File: src/rtl/ctrl_progmem_pkg.sv
// Shared definitions for the controller program store: the loader state
// encoding and helpers that derive instruction width, load beat count and
// counter widths from the field-width parameters.
package ctrl_progmem_pkg;

    typedef enum logic [1:0] {
        IDLE = 2'd0,
        LOAD = 2'd1,
        FULL = 2'd2,
        RUN  = 2'd3
    } state_t;

    // Instruction word: 2 opcode bits, vector id, two register addresses,
    // three RAM pointers.
    function automatic int calc_instr_width(input int vec_w, input int reg_w, input int data_w);
        return 2 + vec_w + 2 * reg_w + 3 * data_w;
    endfunction

    // Number of bus beats needed to carry one instruction word.
    function automatic int calc_beats(input int instr_w, input int bus_w);
        return (instr_w + bus_w - 1) / bus_w;
    endfunction

    // Width of a counter that counts 0..n-1; never narrower than one bit.
    function automatic int calc_count_width(input int n);
        return (n > 1) ? $clog2(n) : 1;
    endfunction

endpackage

File: src/rtl/ctrl_progmem_if.sv
// Load stream and fetch bus between the controller side and the program
// store. The master is the party that streams the program and issues
// fetches; the slave is the program store itself.
interface ctrl_progmem_if
    import ctrl_progmem_pkg::*;
#(
    parameter int BUS_WIDTH        = 8,
    parameter int INSTR_ADDR_WIDTH = 4,
    parameter int INSTR_WIDTH      = calc_instr_width(3, 3, 4)
) ();

    logic [BUS_WIDTH-1:0]        s_data;
    logic                        s_valid;
    logic                        s_ready;
    logic                        fetch;
    logic [INSTR_ADDR_WIDTH-1:0] pc;
    logic [INSTR_WIDTH-1:0]      instr_word;

    modport master (
        output s_data, s_valid, fetch, pc,
        input  s_ready, instr_word
    );

    modport slave (
        input  s_data, s_valid, fetch, pc,
        output s_ready, instr_word
    );

endinterface

File: src/rtl/ctrl_progmem_ram.sv
// Instruction RAM: one write port and one registered read port on the same
// clock. Contents are never cleared; the owner decides which words are valid.
module ctrl_progmem_ram #(
    parameter int WIDTH      = 23,
    parameter int ADDR_WIDTH = 4
) (
    input  logic                  clk,
    input  logic                  wr_en,
    input  logic [ADDR_WIDTH-1:0] wr_addr,
    input  logic [WIDTH-1:0]      wr_data,
    input  logic                  rd_en,
    input  logic [ADDR_WIDTH-1:0] rd_addr,
    output logic [WIDTH-1:0]      rd_data
);

    logic [WIDTH-1:0] mem [2**ADDR_WIDTH];
    logic [WIDTH-1:0] rd_data_q;

    // Write and registered read share the clock; the read register holds
    // its value until the next enabled read.
    always_ff @(posedge clk) begin
        if (wr_en) begin
            mem[wr_addr] <= wr_data;
        end
        if (rd_en) begin
            rd_data_q <= mem[rd_addr];
        end
    end

    assign rd_data = rd_data_q;

endmodule

File: src/rtl/ctrl_progmem.sv
// Program store and loader for the sample-rate-converter controller.
// While prog is high, a byte-serial program is assembled into instruction
// words and written to the instruction RAM; while prog is low, fetches read
// the RAM with one cycle of latency, gated by the number of words loaded.
// Optional build macro PROGMEM_PARITY_EN: the first spare assembly bit is an
// even-parity bit checked as each word completes (sticky par_err).
module ctrl_progmem
    import ctrl_progmem_pkg::*;
#(
    parameter int VEC_ID_WIDTH       = 3,
    parameter int REGFILE_ADDR_WIDTH = 3,
    parameter int DATA_ADDR_WIDTH    = 4,
    parameter int INSTR_ADDR_WIDTH   = 4,
    parameter int BUS_WIDTH          = 8
) (
    input  logic                      clk,
    input  logic                      rst,
    input  logic                      prog,
    ctrl_progmem_if.slave             bus,
    output logic [INSTR_ADDR_WIDTH:0] prog_len,
    output logic                      load_err,
    output logic                      addr_err,
    output logic                      par_err
);

    localparam int INSTR_WIDTH = calc_instr_width(VEC_ID_WIDTH, REGFILE_ADDR_WIDTH, DATA_ADDR_WIDTH);
    localparam int BEATS       = calc_beats(INSTR_WIDTH, BUS_WIDTH);
    localparam int BEAT_W      = calc_count_width(BEATS);
    localparam int DEPTH       = 2 ** INSTR_ADDR_WIDTH;
    localparam int PTR_W       = INSTR_ADDR_WIDTH + 1;
`ifdef PROGMEM_PARITY_EN
    localparam int ASM_W       = INSTR_WIDTH + 1;
`else
    localparam int ASM_W       = INSTR_WIDTH;
`endif
    localparam logic [BEAT_W-1:0] LAST_BEAT = BEAT_W'(BEATS - 1);
    localparam logic [PTR_W-1:0]  LAST_ADDR = PTR_W'(DEPTH - 1);

`ifdef PROGMEM_PARITY_EN
    // The parity bit lives in the spare assembly bits; without any spare
    // bit the configuration is meaningless.
    if (BEATS * BUS_WIDTH <= INSTR_WIDTH) begin : g_no_spare_bit
        $error("ctrl_progmem: parity needs a spare assembly bit above the instruction word");
    end
`endif

    state_t                  state_q, state_d;
    logic [PTR_W-1:0]        wptr_q, wptr_d;
    logic [BEAT_W-1:0]       beat_q, beat_d;
    logic [ASM_W-1:0]        asm_q, asm_d;
    logic                    s_ready_q, s_ready_d;
    logic                    hit_q, hit_d;
    logic [PTR_W-1:0]        prog_len_q, prog_len_d;
    logic                    load_err_q, load_err_d;
    logic                    addr_err_q, addr_err_d;
`ifdef PROGMEM_PARITY_EN
    logic                    par_err_q, par_err_d;
`endif

    logic                    accept;
    logic                    in_range;
    logic                    wr_en;
    logic                    rd_en;
    logic [INSTR_WIDTH-1:0]  ram_rdata;

    assign accept   = (state_q == LOAD) && bus.s_valid && s_ready_q;
    assign in_range = ({1'b0, bus.pc} < prog_len_q);

    // Loader FSM, beat assembler, write pointer and fetch handling.
    always_comb begin
        state_d    = state_q;
        wptr_d     = wptr_q;
        beat_d     = beat_q;
        asm_d      = asm_q;
        hit_d      = hit_q;
        prog_len_d = prog_len_q;
        load_err_d = load_err_q;
        addr_err_d = 1'b0;
        wr_en      = 1'b0;
        rd_en      = 1'b0;
`ifdef PROGMEM_PARITY_EN
        par_err_d  = par_err_q;
`endif

        if (accept) begin
            for (int i = 0; i < ASM_W; i++) begin
                if ((i / BUS_WIDTH) == int'(beat_q)) begin
                    asm_d[i] = bus.s_data[i % BUS_WIDTH];
                end
            end
            if (beat_q == LAST_BEAT) begin
                wr_en  = 1'b1;
                wptr_d = wptr_q + 1'b1;
                beat_d = '0;
`ifdef PROGMEM_PARITY_EN
                par_err_d = par_err_q | (^asm_d);
`endif
            end else begin
                beat_d = beat_q + 1'b1;
            end
        end

        case (state_q)
            IDLE, RUN: begin
                if (prog) begin
                    state_d    = LOAD;
                    wptr_d     = '0;
                    beat_d     = '0;
                    asm_d      = '0;
                    load_err_d = 1'b0;
                    prog_len_d = '0;
`ifdef PROGMEM_PARITY_EN
                    par_err_d  = 1'b0;
`endif
                end else if (state_q == IDLE) begin
                    state_d    = RUN;
                    prog_len_d = '0;
                end else if (bus.fetch) begin
                    rd_en      = in_range;
                    hit_d      = in_range;
                    addr_err_d = !in_range;
                end
            end
            LOAD: begin
                if (!prog) begin
                    state_d    = RUN;
                    prog_len_d = wptr_d;
                    load_err_d = (beat_d != '0);
                end else if (wr_en && (wptr_q == LAST_ADDR)) begin
                    state_d = FULL;
                end
            end
            FULL: begin
                if (!prog) begin
                    state_d    = RUN;
                    prog_len_d = wptr_q;
                end
            end
            default: state_d = IDLE;
        endcase
    end

    assign s_ready_d = (state_d == LOAD);

    // State and status registers with synchronous active-low reset.
    always_ff @(posedge clk) begin
        if (!rst) begin
            state_q    <= IDLE;
            wptr_q     <= '0;
            beat_q     <= '0;
            asm_q      <= '0;
            s_ready_q  <= 1'b0;
            hit_q      <= 1'b0;
            prog_len_q <= '0;
            load_err_q <= 1'b0;
            addr_err_q <= 1'b0;
`ifdef PROGMEM_PARITY_EN
            par_err_q  <= 1'b0;
`endif
        end else begin
            state_q    <= state_d;
            wptr_q     <= wptr_d;
            beat_q     <= beat_d;
            asm_q      <= asm_d;
            s_ready_q  <= s_ready_d;
            hit_q      <= hit_d;
            prog_len_q <= prog_len_d;
            load_err_q <= load_err_d;
            addr_err_q <= addr_err_d;
`ifdef PROGMEM_PARITY_EN
            par_err_q  <= par_err_d;
`endif
        end
    end

    ctrl_progmem_ram #(
        .WIDTH      (INSTR_WIDTH),
        .ADDR_WIDTH (INSTR_ADDR_WIDTH)
    ) u_ram (
        .clk     (clk),
        .wr_en   (wr_en),
        .wr_addr (wptr_q[INSTR_ADDR_WIDTH-1:0]),
        .wr_data (asm_d[INSTR_WIDTH-1:0]),
        .rd_en   (rd_en),
        .rd_addr (bus.pc),
        .rd_data (ram_rdata)
    );

    // An out-of-range fetch or reset forces the output word to zero; the RAM
    // read register itself is never cleared.
    assign bus.instr_word = hit_q ? ram_rdata : '0;
    assign bus.s_ready    = s_ready_q;
    assign prog_len       = prog_len_q;
    assign load_err       = load_err_q;
    assign addr_err       = addr_err_q;
`ifdef PROGMEM_PARITY_EN
    assign par_err        = par_err_q;
`else
    assign par_err        = 1'b0;
`endif

endmodule
File: src/flat_wrapper.sv
// flat-port wrapper written by rule: the top's interface ports become plain ports
module ctrl_progmem_flat import ctrl_progmem_pkg::*;
#(
    parameter int VEC_ID_WIDTH       = 3,
    parameter int REGFILE_ADDR_WIDTH = 3,
    parameter int DATA_ADDR_WIDTH    = 4,
    parameter int INSTR_ADDR_WIDTH   = 4,
    parameter int BUS_WIDTH          = 8
)
  (clk, rst, prog, prog_len, load_err, addr_err, par_err, bus_s_data, bus_s_valid, bus_fetch, bus_pc, bus_s_ready, bus_instr_word);
  ctrl_progmem_if #(.BUS_WIDTH(BUS_WIDTH), .INSTR_ADDR_WIDTH(INSTR_ADDR_WIDTH)) bus_i ();
  input  logic clk;
  input  logic rst;
  input  logic prog;
  output logic [INSTR_ADDR_WIDTH:0] prog_len;
  output logic load_err;
  output logic addr_err;
  output logic par_err;
  input wire logic [$bits(bus_i.s_data)-1:0] bus_s_data;
  input wire logic [$bits(bus_i.s_valid)-1:0] bus_s_valid;
  input wire logic [$bits(bus_i.fetch)-1:0] bus_fetch;
  input wire logic [$bits(bus_i.pc)-1:0] bus_pc;
  output wire logic [$bits(bus_i.s_ready)-1:0] bus_s_ready;
  output wire logic [$bits(bus_i.instr_word)-1:0] bus_instr_word;
  assign bus_i.s_data = bus_s_data;
  assign bus_i.s_valid = bus_s_valid;
  assign bus_i.fetch = bus_fetch;
  assign bus_i.pc = bus_pc;
  assign bus_s_ready = bus_i.s_ready;
  assign bus_instr_word = bus_i.instr_word;
  ctrl_progmem #(.VEC_ID_WIDTH(VEC_ID_WIDTH), .REGFILE_ADDR_WIDTH(REGFILE_ADDR_WIDTH), .DATA_ADDR_WIDTH(DATA_ADDR_WIDTH), .INSTR_ADDR_WIDTH(INSTR_ADDR_WIDTH), .BUS_WIDTH(BUS_WIDTH)) u_core (.clk(clk), .rst(rst), .prog(prog), .bus(bus_i), .prog_len(prog_len), .load_err(load_err), .addr_err(addr_err), .par_err(par_err));
endmodule
File: config.mk
export PLATFORM = sky130hd
export DESIGN_NAME = ctrl_progmem_flat
export DESIGN_NICKNAME = d
export VERILOG_FILES = /design/src/rtl/ctrl_progmem_pkg.sv /design/src/rtl/ctrl_progmem_if.sv /design/src/rtl/ctrl_progmem_ram.sv /design/src/rtl/ctrl_progmem.sv /design/src/flat_wrapper.sv
export SDC_FILE = /design/constraint.sdc
export NUM_CORES = 1
export LEC_CHECK = 0
export BUFFER_PORTS_ARGS = -buffer_cell sky130_fd_sc_hd__buf_2
export CORE_ASPECT_RATIO = 2
export CORE_MARGIN = 1.5
export CORE_UTILIZATION = 45
export CTS_BUF_LIST = sky130_fd_sc_hd__clkbuf_16
export DETAILED_ROUTE_END_ITERATION = 8
export PLACE_DENSITY = 0.62
export REMOVE_ABC_BUFFERS = 1
export SYNTH_ARGS = -nofsm -noshare
export SYNTH_HDL_FRONTEND = slang
export SYNTH_SLANG_ARGS = --single-unit
File: constraint.sdc
create_clock -name clk -period 4.4 [get_ports clk]
set_clock_uncertainty 0.2 [all_clocks]
set_input_delay 0.44 -clock clk [delete_from_list [all_inputs] [get_ports clk]]
set_output_delay 0.44 -clock clk [all_outputs]
set_load 0.03 [all_outputs]
* Yosys cells after proc, flatten, opt, wreduce, memory -nomap -nowiden
Memories as Yosys holds them, arrays and structs flattened. A register that Yosys moved wholly into a read port is not among the register bits.
Index checks and enable logic that the tools add are counted.
** Operators by class
- Add/sub/neg operators :: 2
- Multiply operators :: 0
- Divide/modulo/power cells :: 0
- $lt $le $gt $ge :: 1
- Eq/ne operators :: 12
- Shifts and indexed selects :: 0
- Mux-type cells :: 57
- Bitwise logic cells :: 5
- Reductions and logical operators :: 13
** Operators with widths (number)
- 2-to-1 mux 23 bit :: 4
- 2-to-1 mux 5 bit :: 8
- 2-to-1 mux 1 bit :: 33
- 2-to-1 mux 2 bit :: 9
- one-hot mux 5 bit (3 select lines) :: 1
- equality test 2 bit (second input constant) :: 3
- inequality test 2 bit (second input constant) :: 3
- one-hot mux 2 bit (3 select lines) :: 1
- AND reduction 3 bit :: 2
- adder 5 x 1 -> 5 bit (second input constant) :: 1
- equality test 5 x 4 -> 1 bit (second input constant) :: 1
- < comparator 4 x 5 -> 1 bit :: 1
- inverter 1 bit :: 5
- OR reduction 5 bit :: 1
- equality test 2 x 1 -> 1 bit (second input constant) :: 2
- equality test 2 bit (first input constant) :: 2
- zero test 2 bit :: 2
- AND reduction 4 bit :: 1
- nonzero test 2 bit :: 2
- logical AND 1 bit :: 3
- inequality test 3 x 2 -> 1 bit (second input constant) :: 1
- adder 2 x 1 -> 2 bit (second input constant) :: 1
- one-hot mux 1 bit (2 select lines) :: 1
- OR reduction 2 bit :: 1
- zero test 1 bit :: 1
** Word-level totals
- Flip-flop bits (word level) :: 41
- Latch bits :: 0
- Bits in writable memories :: 368
- Memory bits (read-only) :: 0
- Bits of input ports :: 17
- Output and inout port bits :: 32
- Memories :: 1
** Memories
- u_core.u_ram.mem :: words 16, width 23, rd ports 1, clocked after memory_dff 1, wr ports 1, RTL line ctrl_progmem_ram.sv:16 : logic [WIDTH-1:0] mem [2**ADDR_WIDTH];

* Longest topological paths before layout
Gate-level depths: netlist (run 1).
- Depth after elaboration :: 9
- Mapped depth :: 8

* Hierarchy
A second synthesis (run 1) with hierarchy kept.
** Unflattened totals
- Cell total of the unflattened synthesis :: 876
- Area, all modules :: 16772.3 um2
** Modules (own cells, without submodules)
- ctrl_progmem_ram :: times used 1, cells an instance 608, area an instance 14538.9 um2
- ctrl_progmem :: times used 1, cells an instance 268, area an instance 2233.4 um2

* Worst setup path before layout (run 1)
OpenSTA, ideal clock, no wires.
- Path type :: reg-to-reg
- Start :: register u_core.state_q[1]
- End :: memory u_core.u_ram.mem[0][0] (enable)
- Setup time :: 0.432 ns
- Arrival time :: 2.821 ns
- Path slack :: 0.947 ns
- Stages on the path, launching flop included :: 8
- Path buffers :: 1
- Cells stage by stage :: dfxtp_1 -> inv_1 -> ha_1 -> buf_2 -> nand3_2 -> nor2_2 -> nand2_1 -> nor3_1
** Between the ends
- Cells in the longest elaborated chain, start to end :: 6
** RTL lines
- start: declaration :: RTL line ctrl_progmem.sv:47 : state_t state_q, state_d;
- start signal: assignment :: RTL line ctrl_progmem.sv:161 : state_q <= state_d;
- equality test 2 x 1 -> 1 bit :: RTL line ctrl_progmem.sv:66 : assign accept = (state_q == LOAD) && bus.s_valid && s_ready_q;
- logical AND 1 bit (2 in a row) :: RTL line ctrl_progmem.sv:66
- 2-to-1 mux 1 bit :: RTL line ctrl_progmem.sv:85 : if (accept) begin
- 2-to-1 mux 1 bit :: RTL line ctrl_progmem_ram.sv:22 : if (wr_en) begin
- 2-to-1 mux 1 bit (implied by the code) :: RTL line ctrl_progmem_ram.sv:23 : mem[wr_addr] <= wr_data;
- end: declaration :: RTL line ctrl_progmem_ram.sv:16
No other way between the ends.

* Worst setup path in the final report (run 1)
- Start :: register u_core.state_q[1]
- End :: memory u_core.u_ram.mem[14][5] (enable)
Same word-level chain as after synthesis.

==> summary.txt, run 1 <==
Outcome
  – Status: finished with violations
  – Failing checks: DRC

Power
  – Sequential Power Share: 53.4%
  – Static leakage: 5.99 nW
  – Peak supply drop: 343 uV
  – Internal power: 6.56 mW
  – Clock Power Share: 38.7%
  – Sw frac: 22.4%
  – Net Switching: 1.89 mW
  – Pwr Density: 445 nW/um2
  – Gate power share: 7.9%

GRT
  – Grt total ovfl: 0
  – Gr usage total: 20.9%
  – Vias in the first global route: 8932
  – Global-route wire length before repair: 58200 um
  – Antenna violations before repair: 1
  – Largest net degree at the start of global routing: 61

Placed design
  – Count of input and output buffers: 47
  – Dpl hpwl: 23900 um
  – Pre-CTS setup slack: 1130 ps
  – RD Place Congestion: 0.822
  – Dpl cells: 1383

STA
  – Slew headroom: 16.2%
  – Unrepaired setup endpoints after global routing: false
  – Final setup TNS: 0 ps
  – Slew Viols, Final: 0
  – Final hold vios: 0
  – Slew @ Worst Pin: 1250 ps
  – Final setup fails: 0
  – Period minus WS final: 3270 ps
  – Max Clk Rate: 306 MHz
  – Final worst path period share: 74.3%
  – Worst Setup Slack, final: 1130 ps

Clock tree
  – Setup Fix Bufs, Post-CTS: 0
  – Max H-tree Level: 2
  – Clock latency on the worst-skew pair: 530 ps
  – CTS Hold Bufs: 0
  – Clock Sinks: 432
  – CTS root buf: clkbuf_16
  – Clock Path Buffers: 3
  – CTS buffer count: 36
  – CTS resizes: 0
  – Worst-path clk slew: 70 ps
  – CTS tree: done

Synth
  – Average instance area after synthesis: 18.9 um2
  – Seq/Total Area, Yosys: 74.9%
  – Synthesized flop and latch total: 432
  – Number of synthesized flops with an enable pin: 391
  – Post-synth cell types: 46
  – Most used flip-flop cell after synthesis: edfxtp_1
  – Synth async-reset ratio: 0%
  – Cells after Synth: 886
  – Synthesized cell area: 16800 um2
  – Warnings from Yosys: 0

Worst setup path
  – Critical path data arrival time: 3260 ps
  – Slowest CP cell: nor2_4
  – Crit path max fanout: 14
  – Kind of critical path: reg2reg
  – Crit end category: register
  – Crit-path cells: inv_1 > ha_1 > nand3_2 > nor2_2 > nand2_1 > nor2_4 > buf_4
  – Max incr delay on CP: 490 ps
  – Worst EP required: 4390 ps
  – Startpoint type of the worst setup path: register

Floorplan
  – Die Height: 276 um
  – Core area: 36700 um2
  – I/O Pins: 49
  – Rows: 99
  – Die X: 140 um
  – Total Die Area: 38500 um2
  – Initial core utilization: 45.7%

Finish
  – Proportion of layout cells with a drive suffix above 1: 25.8%
  – Finished Layout Cells: 1446
  – Most common cell after layout, fill and taps aside: edfxtp_1
  – Inserted Diodes: 0
  – Layout Nets: 997
  – Most frequent cells in the layout: 391 x edfxtp_1, 92 x mux4_2, 49 x a22oi_1
  – Fill count: 2901
  – Area Overhead vs Synth: 13.3%

Worst hold path
  – Worst hold-check path type: in2reg

Route
  – Vias: 8488
  – TritonRoute pass-1 iters: 7
  – Vias/cell: 5.87
  – Antenna viol nets, final: 0
  – Drc violations: 1
  – Routed wire length: 39200 um
  – 1st-iter DRT viols: 786
  – Wire per inst: 27.1 um

Flow run
  – Max-cap violations: 0
power groups by stage:
stage | registers, mW | logic, mW | clock network (mW)
detailed placement | 4.61 | 0.680 | 0
floorplan | 4.60 | 0.390 | 0
global route | 4.52 | 0.728 | 3.48
global placement | 4.61 | 0.677 | 0
CTS | 4.52 | 0.681 | 3.32
finish | 4.51 | 0.671 | 3.27
logic make-up (layout without fill, tap and decap cells):
| logic type | count (synthesis) | count (layout) | synth area share (%) |
|---|---|---|---|
| compound gates | 99 | 99 | 3.92 |
| xor+xnor | 1 | 1 | 0.0522 |
| fa+ha+maj | 13 | 13 | 0.970 |
| buf+inv | 64 | 170 | 1.88 |
| flops | 432 | 432 | 74.9 |
| mux | 110 | 110 | 13.4 |
| other cells | 1 | 1 | 0.0224 |
| simple gates | 166 | 166 | 4.82 |
state kept, by name, indices dropped and copies added (netlist names):
name,count
u_core.bus.s_ready,1
u_core.beat_q,2
u_core.u_ram.mem,368
u_core.load_err,1
u_core.u_ram.rd_data,23
u_core.asm_q,23
u_core.hit_q,1
u_core.prog_len,5
u_core.wptr_q,5
u_core.addr_err,1
u_core.state_q,2
Yosys cell counts (11+ instances only):
cell / number / area [um2]
a21oi_1: 21 / 105
and2_1: 34 / 213
inv_1: 14 / 52.6
buf_2: 12 / 60.1
nand2_1: 35 / 131
nand3_1: 11 / 55.1
a22oi_1: 49 / 368
mux2i_1: 17 / 170
edfxtp_1: 391 / 11700
mux4_2: 92 / 2070
nor2_1: 55 / 206
clkbuf_1: 27 / 101
ha_1: 13 / 163
o21ai_1: 11 / 55.1
dfxtp_1: 41 / 821
through the flow:
| stage | instance area (um2) | hold slack (ps) | util [%] | power, mW |
|---|---|---|---|---|
| floorplan | 16500 | 257 | - | 4.99 |
| global placement | 17800 | 274 | 48.6 | 5.28 |
| detailed placement | 17800 | 267 | 48.6 | 5.29 |
| CTS | 19000 | 5.46 | 51.8 | 8.52 |
| global route | 19000 | 44.2 | 51.8 | 8.72 |
| finish | 19000 | 32.3 | 51.8 | 8.45 |
final cells by class:
type / count / area (um2) / area share (%)
flip-flops and latches: 432 / 12600 / 66.1
clock inverters: 26 / 262 / 1.38
well taps: 454 / 568 / 2.99
repair buffers: 92 / 594 / 3.13
inverters: 15 / 56.3 / 0.296
clock buffers: 37 / 926 / 4.87
multi-input cells: 390 / 4030 / 21.2
critical path: cells and delay by family, from the launching register on:
family / cells / cell delay (ps)
adder cells (fa/ha/maj): 1 / 390
AND/OR/NAND/NOR: 4 / 1500
flip-flops: 1 / 340
buffers and inverters: 2 / 500
per-layer routing:
metal / global-route usage, % / vias up / share of wire (%)
met5: 0 / - / 0.028
met4: 8.81 / 2 / 4.0
met3: 2.27 / 79 / 3.6
met2: 38.7 / 234 / 55
met1: 24.2 / 4476 / 37
li1: - / 3697 / -
final timing paths:
path,start,end,slack [ps],depth (start not counted)
hold / removal,bus_s_data[7],u_core.asm_q[7]$_SDFF_PN0_,30,3
hold reg to reg,u_core.prog_len[0]$_SDFFE_PN0P_,u_core.prog_len[0]$_SDFFE_PN0P_,280,2
setup / recovery,u_core.state_q[1]$_SDFF_PN0_,u_core.u_ram.mem[14][5]$_DFFE_PP_,1130,7
setup reg to reg,u_core.state_q[1]$_SDFF_PN0_,u_core.u_ram.mem[14][5]$_DFFE_PP_,1130,7
Power figures use the tool's default switching activity.
==> run 2: changes to the inputs <==
--- a/config.mk
+++ b/config.mk
@@ -11,7 +11,7 @@
 export CORE_UTILIZATION = 45
 export CTS_BUF_LIST = sky130_fd_sc_hd__clkbuf_16
 export DETAILED_ROUTE_END_ITERATION = 8
-export PLACE_DENSITY = 0.62
+export PLACE_DENSITY = 0.64
 export REMOVE_ABC_BUFFERS = 1
 export SYNTH_ARGS = -nofsm -noshare
 export SYNTH_HDL_FRONTEND = slang
==> constraint.sdc (replaced) <==
create_clock -name clk -period 2.8 [get_ports clk]
set_clock_uncertainty 0.2 [all_clocks]
set_input_delay 0.28 -clock clk [delete_from_list [all_inputs] [get_ports clk]]
set_output_delay 0.28 -clock clk [all_outputs]
set_load 0.03 [all_outputs]
==> summary.txt, run 2 (same netlist as run 1, synthesis figures left out) <==
GRT
  – Largest net degree at the start of global routing: 93 (+52%)
  – Vias in the first global route: 9294 (+4.1%)
  – Global-route wire length before repair: 57000 um (-2.0%)
  – Gr usage total: 20.1% (-0.77 points)
  – Antenna violations before repair: 0 (-1)
  – Grt total ovfl: 0 (unchanged)

Route
  – Vias/cell: 5.79 (-1.3%)
  – Antenna viol nets, final: 0 (unchanged)
  – Vias: 8559 (+0.84%)
  – TritonRoute pass-1 iters: 7 (unchanged)
  – 1st-iter DRT viols: 659 (-16%)
  – Routed wire length: 37800 um (-3.6%)
  – Wire per inst: 25.6 um (-5.6%)
  – Drc violations: 3 (+2)

Outcome
  – Failing checks: DRC
  – Status: finished with violations

Floorplan
  – Die Height: 276 um (unchanged)
  – Core area: 36700 um2 (unchanged)
  – Die X: 140 um (unchanged)
  – Rows: 99 (unchanged)
  – Initial core utilization: 45.7% (unchanged)
  – Total Die Area: 38500 um2 (unchanged)
  – I/O Pins: 49 (unchanged)

Finish
  – Number of flip-flops in the largest register: 368 (unchanged)
  – Largest Register: u_core.u_ram.mem
  – Final instance area: 19500 um2 (+2.5%)
  – Area Overhead vs Synth: 16.1%
  – Proportion of layout cells with a drive suffix above 1: 28.0% (+2.2 points)
  – Most frequent cells in the layout: 391 x edfxtp_1, 92 x mux4_2, 49 x a22oi_1
  – Most common cell after layout, fill and taps aside: edfxtp_1
  – Finished Layout Cells: 1477 (+2.1%)
  – Layout Nets: 1027 (+3.0%)
  – Inserted Diodes: 0 (unchanged)

Placed design
  – Count of input and output buffers: 47 (unchanged)
  – Dpl cells: 1401 (+1.3%)
  – Pre-CTS setup slack: -19.5 ps (-1150 ps)
  – Placement Cell Area: 18200 um2 (+2.0%)
  – Dpl hpwl: 21800 um (-8.8%)
  – RD Place Congestion: 0.895 (+8.9%)

STA
  – Period minus WS final: 2710 ps (-559 ps)
  – Max Clk Rate: 369 MHz (+21%)
  – Slew headroom: 16.9% (+0.70 points)
  – Slew Viols, Final: 0 (unchanged)
  – Unrepaired setup endpoints after global routing: false
  – Worst Setup Slack, final: 89.6 ps (-1040 ps)
  – Final hold vios: 0 (unchanged)
  – Final setup TNS: 0 ps (unchanged)
  – Final worst path period share: 96.8% (+22 points)
  – Final setup fails: 0 (unchanged)
  – Slew @ Worst Pin: 1250 ps (-4.81 ps)

Worst setup path
  – Crit path max fanout: 11 (-3)
  – Critical path data arrival time: 2660 ps (-600 ps)
  – Worst EP required: 2750 ps (-1640 ps)
  – Reg2Reg Setup Slack: 90 ps (-1040 ps)
  – Worst r2r src: u_core.state_q[0]$_SDFF_PN0_
  – Reg2reg path depth: 5 (-2)
  – Reg2reg end: u_core.u_ram.rd_data[14]$_DFFE_PP_
  – Kind of critical path: reg2reg
  – Crit end category: register
  – Startpoint type of the worst setup path: register

Power
  – Gate power share: 9.3% (+1.4 points)
  – Peak supply drop: 471 uV (+37%)
  – Pwr Density: 679 nW/um2 (+52%)
  – Net Switching: 3.00 mW (+59%)
  – Sw frac: 22.7% (+0.35 points)
  – Pwr Total: 13.2 mW (+56%)
  – Clock Power Share: 37.3% (-1.4 points)
  – Static leakage: 6.17 nW (+2.9%)
  – Sequential Power Share: 53.5% (about the same)
  – Internal power: 10.2 mW (+56%)

Clock tree
  – Clock latency on the worst-skew pair: 520 ps (about the same)
  – CTS buffer count: 36 (unchanged)
  – CTS tree: done
  – CTS root buf: clkbuf_16
  – Worst-path clk slew: 70 ps (about the same)
  – Max H-tree Level: 2 (unchanged)
  – Clock Path Buffers: 3 (unchanged)
  – Clock Sinks: 432 (unchanged)

Flow run
  – Max-cap violations: 0 (unchanged)

Worst hold path
  – Worst hold-check path type: in2reg
  – Hold Path Cell Cnt: 5 (+2)
  – HP Start: bus_s_valid
  – Hold EP: u_core.wptr_q[4]$_SDFF_PN0_
==> run 2: worst max-delay path by stage <==
stage | startpoint | end | slack [ps] | cells past startpoint
after floorplan | u_core.state_q[1]$_SDFF_PN0_ | u_core.u_ram.mem[0][0]$_DFFE_PP_ | -820 | 6
after global placement | u_core.state_q[0]$_SDFF_PN0_ | u_core.u_ram.rd_data[5]$_DFFE_PP_ | -10 | 5
after detailed placement | u_core.state_q[0]$_SDFF_PN0_ | u_core.u_ram.rd_data[5]$_DFFE_PP_ | -20 | 5
after CTS | u_core.state_q[0]$_SDFF_PN0_ | u_core.u_ram.rd_data[10]$_DFFE_PP_ | 9 | 5
after global routing | u_core.state_q[1]$_SDFF_PN0_ | u_core.u_ram.mem[9][2]$_DFFE_PP_ | 3 | 8
final | u_core.state_q[0]$_SDFF_PN0_ | u_core.u_ram.rd_data[14]$_DFFE_PP_ | 90 | 5
==> run 2: what timing repair did <==
action,in CTS,in global routing
hold buffers,10,0
setup endpoints to repair,23,76
cloned,1,0
buffers inserted,0,1
gates resized for setup,1,4
hold endpoints to repair,25,0
==> run 2: critical path: stages, from the launching register on <==
cell and delay (ps):
dfxtp_1 360, inv_1 70, ha_1 300, or3_1 410, nor2_1 350, a21boi_4 650
==> run 2: per-layer routing <==
layer,up-vias,track usage (%),wire length [um]
met3,68,1.77,1390
met1,4507,23.0,14000
li1,3753,-,-
met5,-,0,0
met4,0,7.28,1180
met2,231,38.5,21200
==> run 2: through the flow <==
step / utilization (%) / hold slack [ps]
floorplan: - / 202
global placement: 49.6 / 281
detailed placement: 49.6 / 286
CTS: 53.0 / 70.7
global route: 53.1 / 109
finish: 53.1 / 88.9
==> run 2: final cells by class <==
| cell class | instances | area (um2) |
|---|---|---|
| clock buffer | 38 | 951 |
| clock inverter | 26 | 195 |
| fill | 2880 | 17200 |
| inverter | 15 | 56.3 |
| multi-input combinational | 391 | 4060 |
| sequential | 432 | 12600 |
| tap | 454 | 568 |
| timing repair buffer | 121 | 1070 |
==> run 2: power groups by stage <==
| stage | logic (mW) | clock network [mW] | registers (mW) |
|---|---|---|---|
| 6_report | 1.22 | 4.92 | 7.06 |
| 5_1_grt | 1.32 | 5.20 | 7.06 |
| 4_1_cts | 1.21 | 5.01 | 7.06 |
| 3_5_place_dp | 1.18 | 0 | 7.20 |
| 3_3_place_gp | 1.17 | 0 | 7.20 |
| 2_1_floorplan | 0.612 | 0 | 7.23 |
==> run 3: changes to the inputs <==
--- a/config.mk
+++ b/config.mk
@@ -5,12 +5,14 @@
 export SDC_FILE = /design/constraint.sdc
 export NUM_CORES = 1
 export LEC_CHECK = 0
+export ABC_AREA = 0
 export BUFFER_PORTS_ARGS = -buffer_cell sky130_fd_sc_hd__buf_2
 export CORE_ASPECT_RATIO = 2
 export CORE_MARGIN = 1.5
 export CORE_UTILIZATION = 45
 export CTS_BUF_LIST = sky130_fd_sc_hd__clkbuf_16
 export DETAILED_ROUTE_END_ITERATION = 8
+export MAX_ROUTING_LAYER = met4
 export PLACE_DENSITY = 0.64
 export REMOVE_ABC_BUFFERS = 1
 export SYNTH_ARGS = -nofsm -noshare
==> summary.txt, run 3 (same netlist as run 1, synthesis figures left out) <==
Outcome
  – Status: finished with violations
  – Failing checks: DRC

Power
  – Net Switching: 3.00 mW (about the same)
  – Sw frac: 22.7% (about the same)
  – Sequential Power Share: 53.5% (about the same)
  – Clock Power Share: 37.3% (about the same)
  – Internal power: 10.2 mW (unchanged)
  – Static leakage: 6.17 nW (unchanged)
  – Peak supply drop: 472 uV (+0.36%)
  – Gate power share: 9.2% (about the same)
  – Pwr Density: 678 nW/um2 (about the same)

STA
  – Final setup fails: 0 (unchanged)
  – Final worst path period share: 97.1% (+0.35 points)
  – Slew Viols, Final: 0 (unchanged)
  – Max Clk Rate: 368 MHz (-0.36%)
  – Unrepaired setup endpoints after global routing: false
  – Period minus WS final: 2720 ps (+9.76 ps)
  – Slew @ Worst Pin: 1270 ps (+21.4 ps)
  – Final hold vios: 0 (unchanged)
  – Slew headroom: 15.5% (-1.4 points)
  – Final hold slack: 90.9 ps (+1.95 ps)

Floorplan
  – Rows: 99 (unchanged)
  – Initial core utilization: 45.7% (unchanged)
  – Core area: 36700 um2 (unchanged)
  – Die Height: 276 um (unchanged)
  – Total Die Area: 38500 um2 (unchanged)
  – Die X: 140 um (unchanged)
  – I/O Pins: 49 (unchanged)

Placed design
  – Placement Cell Area: 18200 um2 (unchanged)
  – RD Place Congestion: 0.911 (+1.7%)
  – Dpl hpwl: 21800 um (unchanged)
  – Count of input and output buffers: 47 (unchanged)
  – Dpl cells: 1401 (unchanged)

Worst setup path
  – Startpoint type of the worst setup path: register
  – Max incr delay on CP: 650 ps (about the same)
  – Kind of critical path: reg2reg
  – Slowest CP cell: a21boi_4
  – Crit path max fanout: 11 (unchanged)
  – Top Family by Delay on Critical Path: simple AND/OR/NAND/NOR gates
  – Buf/Inv on CP: 1 (unchanged)
  – Crit end category: register
  – Crit-path cells: inv_1 > ha_1 > or3_1 > nor2_1 > a21boi_4
  – Worst EP required: 2750 ps (about the same)
  – Critical path data arrival time: 2670 ps (about the same)

Finish
  – Area of the multi-input gates: 4060 um2 (unchanged)
  – Largest Register: u_core.u_ram.mem
  – Layout Nets: 1027 (unchanged)
  – Fill count: 2880 (unchanged)
  – Most frequent cells in the layout: 391 x edfxtp_1, 92 x mux4_2, 49 x a22oi_1
  – Seq. cell area: 12600 um2 (unchanged)
  – Number of flip-flops in the largest register: 368 (unchanged)
  – Inserted Diodes: 0 (unchanged)
  – Most common cell after layout, fill and taps aside: edfxtp_1
  – Final instance area: 19500 um2 (unchanged)
  – Finished Layout Cells: 1477 (unchanged)
  – Proportion of layout cells with a drive suffix above 1: 28.0% (unchanged)
  – Area Overhead vs Synth: 16.1% (unchanged)

Clock tree
  – Clock Path Buffers: 3 (unchanged)
  – Max H-tree Level: 2 (unchanged)
  – CTS tree: done
  – CTS root buf: clkbuf_16
  – CTS buffer count: 36 (unchanged)
  – Worst-path clk slew: 70 ps (about the same)
  – Clock latency on the worst-skew pair: 520 ps (about the same)
  – Clock Sinks: 432 (unchanged)

Route
  – Routed wire length: 37900 um (+0.14%)
  – Vias/cell: 5.80 (about the same)
  – Antenna viol nets, final: 0 (unchanged)
  – Vias: 8561 (+0.023%)
  – TritonRoute pass-1 iters: 7 (unchanged)
  – 1st-iter DRT viols: 634 (-3.8%)
  – Wire per inst: 25.6 um (+0.14%)
  – Drc violations: 3 (unchanged)

Worst hold path
  – Worst hold-check path type: in2reg

GRT
  – Gr usage total: 20.7% (+0.62 points)
  – Largest net degree at the start of global routing: 93 (unchanged)
  – Antenna violations before repair: 0 (unchanged)
  – Grt total ovfl: 0 (unchanged)
  – Global-route wire length before repair: 57000 um (about the same)
  – Vias in the first global route: 9285 (-0.097%)

Flow run
  – Max-cap violations: 0 (unchanged)
-- run 3: repair_timing --
action,in CTS,in global routing
endpoints found under the setup margin,23,76
hold endpoints to repair,25,0
setup buffers,0,1
resized for setup,1,4
gates cloned,1,0
hold buffers,10,0
pin swaps,0,0
-- run 3: final timing paths --
check                          startpoint                                  to  slack, ps  depth (start not counted)
max          u_core.state_q[0]$_SDFF_PN0_  u_core.u_ram.rd_data[14]$_DFFE_PP_         80                          5
min                           bus_s_valid         u_core.wptr_q[4]$_SDFF_PN0_         90                          5
max reg2reg  u_core.state_q[0]$_SDFF_PN0_  u_core.u_ram.rd_data[14]$_DFFE_PP_         80                          5
min reg2reg   u_core.wptr_q[4]$_SDFF_PN0_     u_core.prog_len[4]$_SDFFE_PN0P_        290                          2
-- run 3: power by group through the flow --
stage	Combinational (mW)	Sequential [mW]	Clock, mW
finish	1.22	7.06	4.92
global route	1.32	7.06	5.21
CTS	1.21	7.06	5.01
detailed placement	1.18	7.20	0
global placement	1.17	7.20	0
floorplan	0.612	7.23	0
-- run 3: layout make-up --
class                           instances  share of cell area [%]
Sequential cell                       432                    64.5
Multi-Input combinational cell        391                    20.9
Timing Repair Buffer                  121                    5.52
Clock buffer                           38                    4.88
Tap cell                              454                    2.92
Clock inverter                         26                    1.00
Inverter                               15                   0.289
-- run 3: worst min-delay path, cell delays in order --
cell and delay [ps]:
buf_2 120, nand3_2 110, nor2_2 100, nor2_1 100, a211oi_1 50
-- run 3: through the flow --
| step | power [mW] | setup slack, ps | util [%] | setup TNS [ps] |
|---|---|---|---|---|
| global route | 13.6 | 2.67 | 53.1 | 0 |
| global placement | 8.37 | -10.6 | 49.6 | -174 |
| floorplan | 7.84 | -821 | - | -162560 |
| CTS | 13.3 | 9.44 | 53.0 | 0 |
| detailed placement | 8.38 | -19.5 | 49.6 | -383 |
| finish | 13.2 | 79.9 | 53.1 | 0 |
-- run 3: per-layer routing --
layer	vias up	GRT usage, %	share of wire, %
met3	68	1.71	4.0
met2	238	38.6	57
met1	4502	23.0	36
met4	0	7.28	3.1
li1	3753	-	-
met5	-	-	0
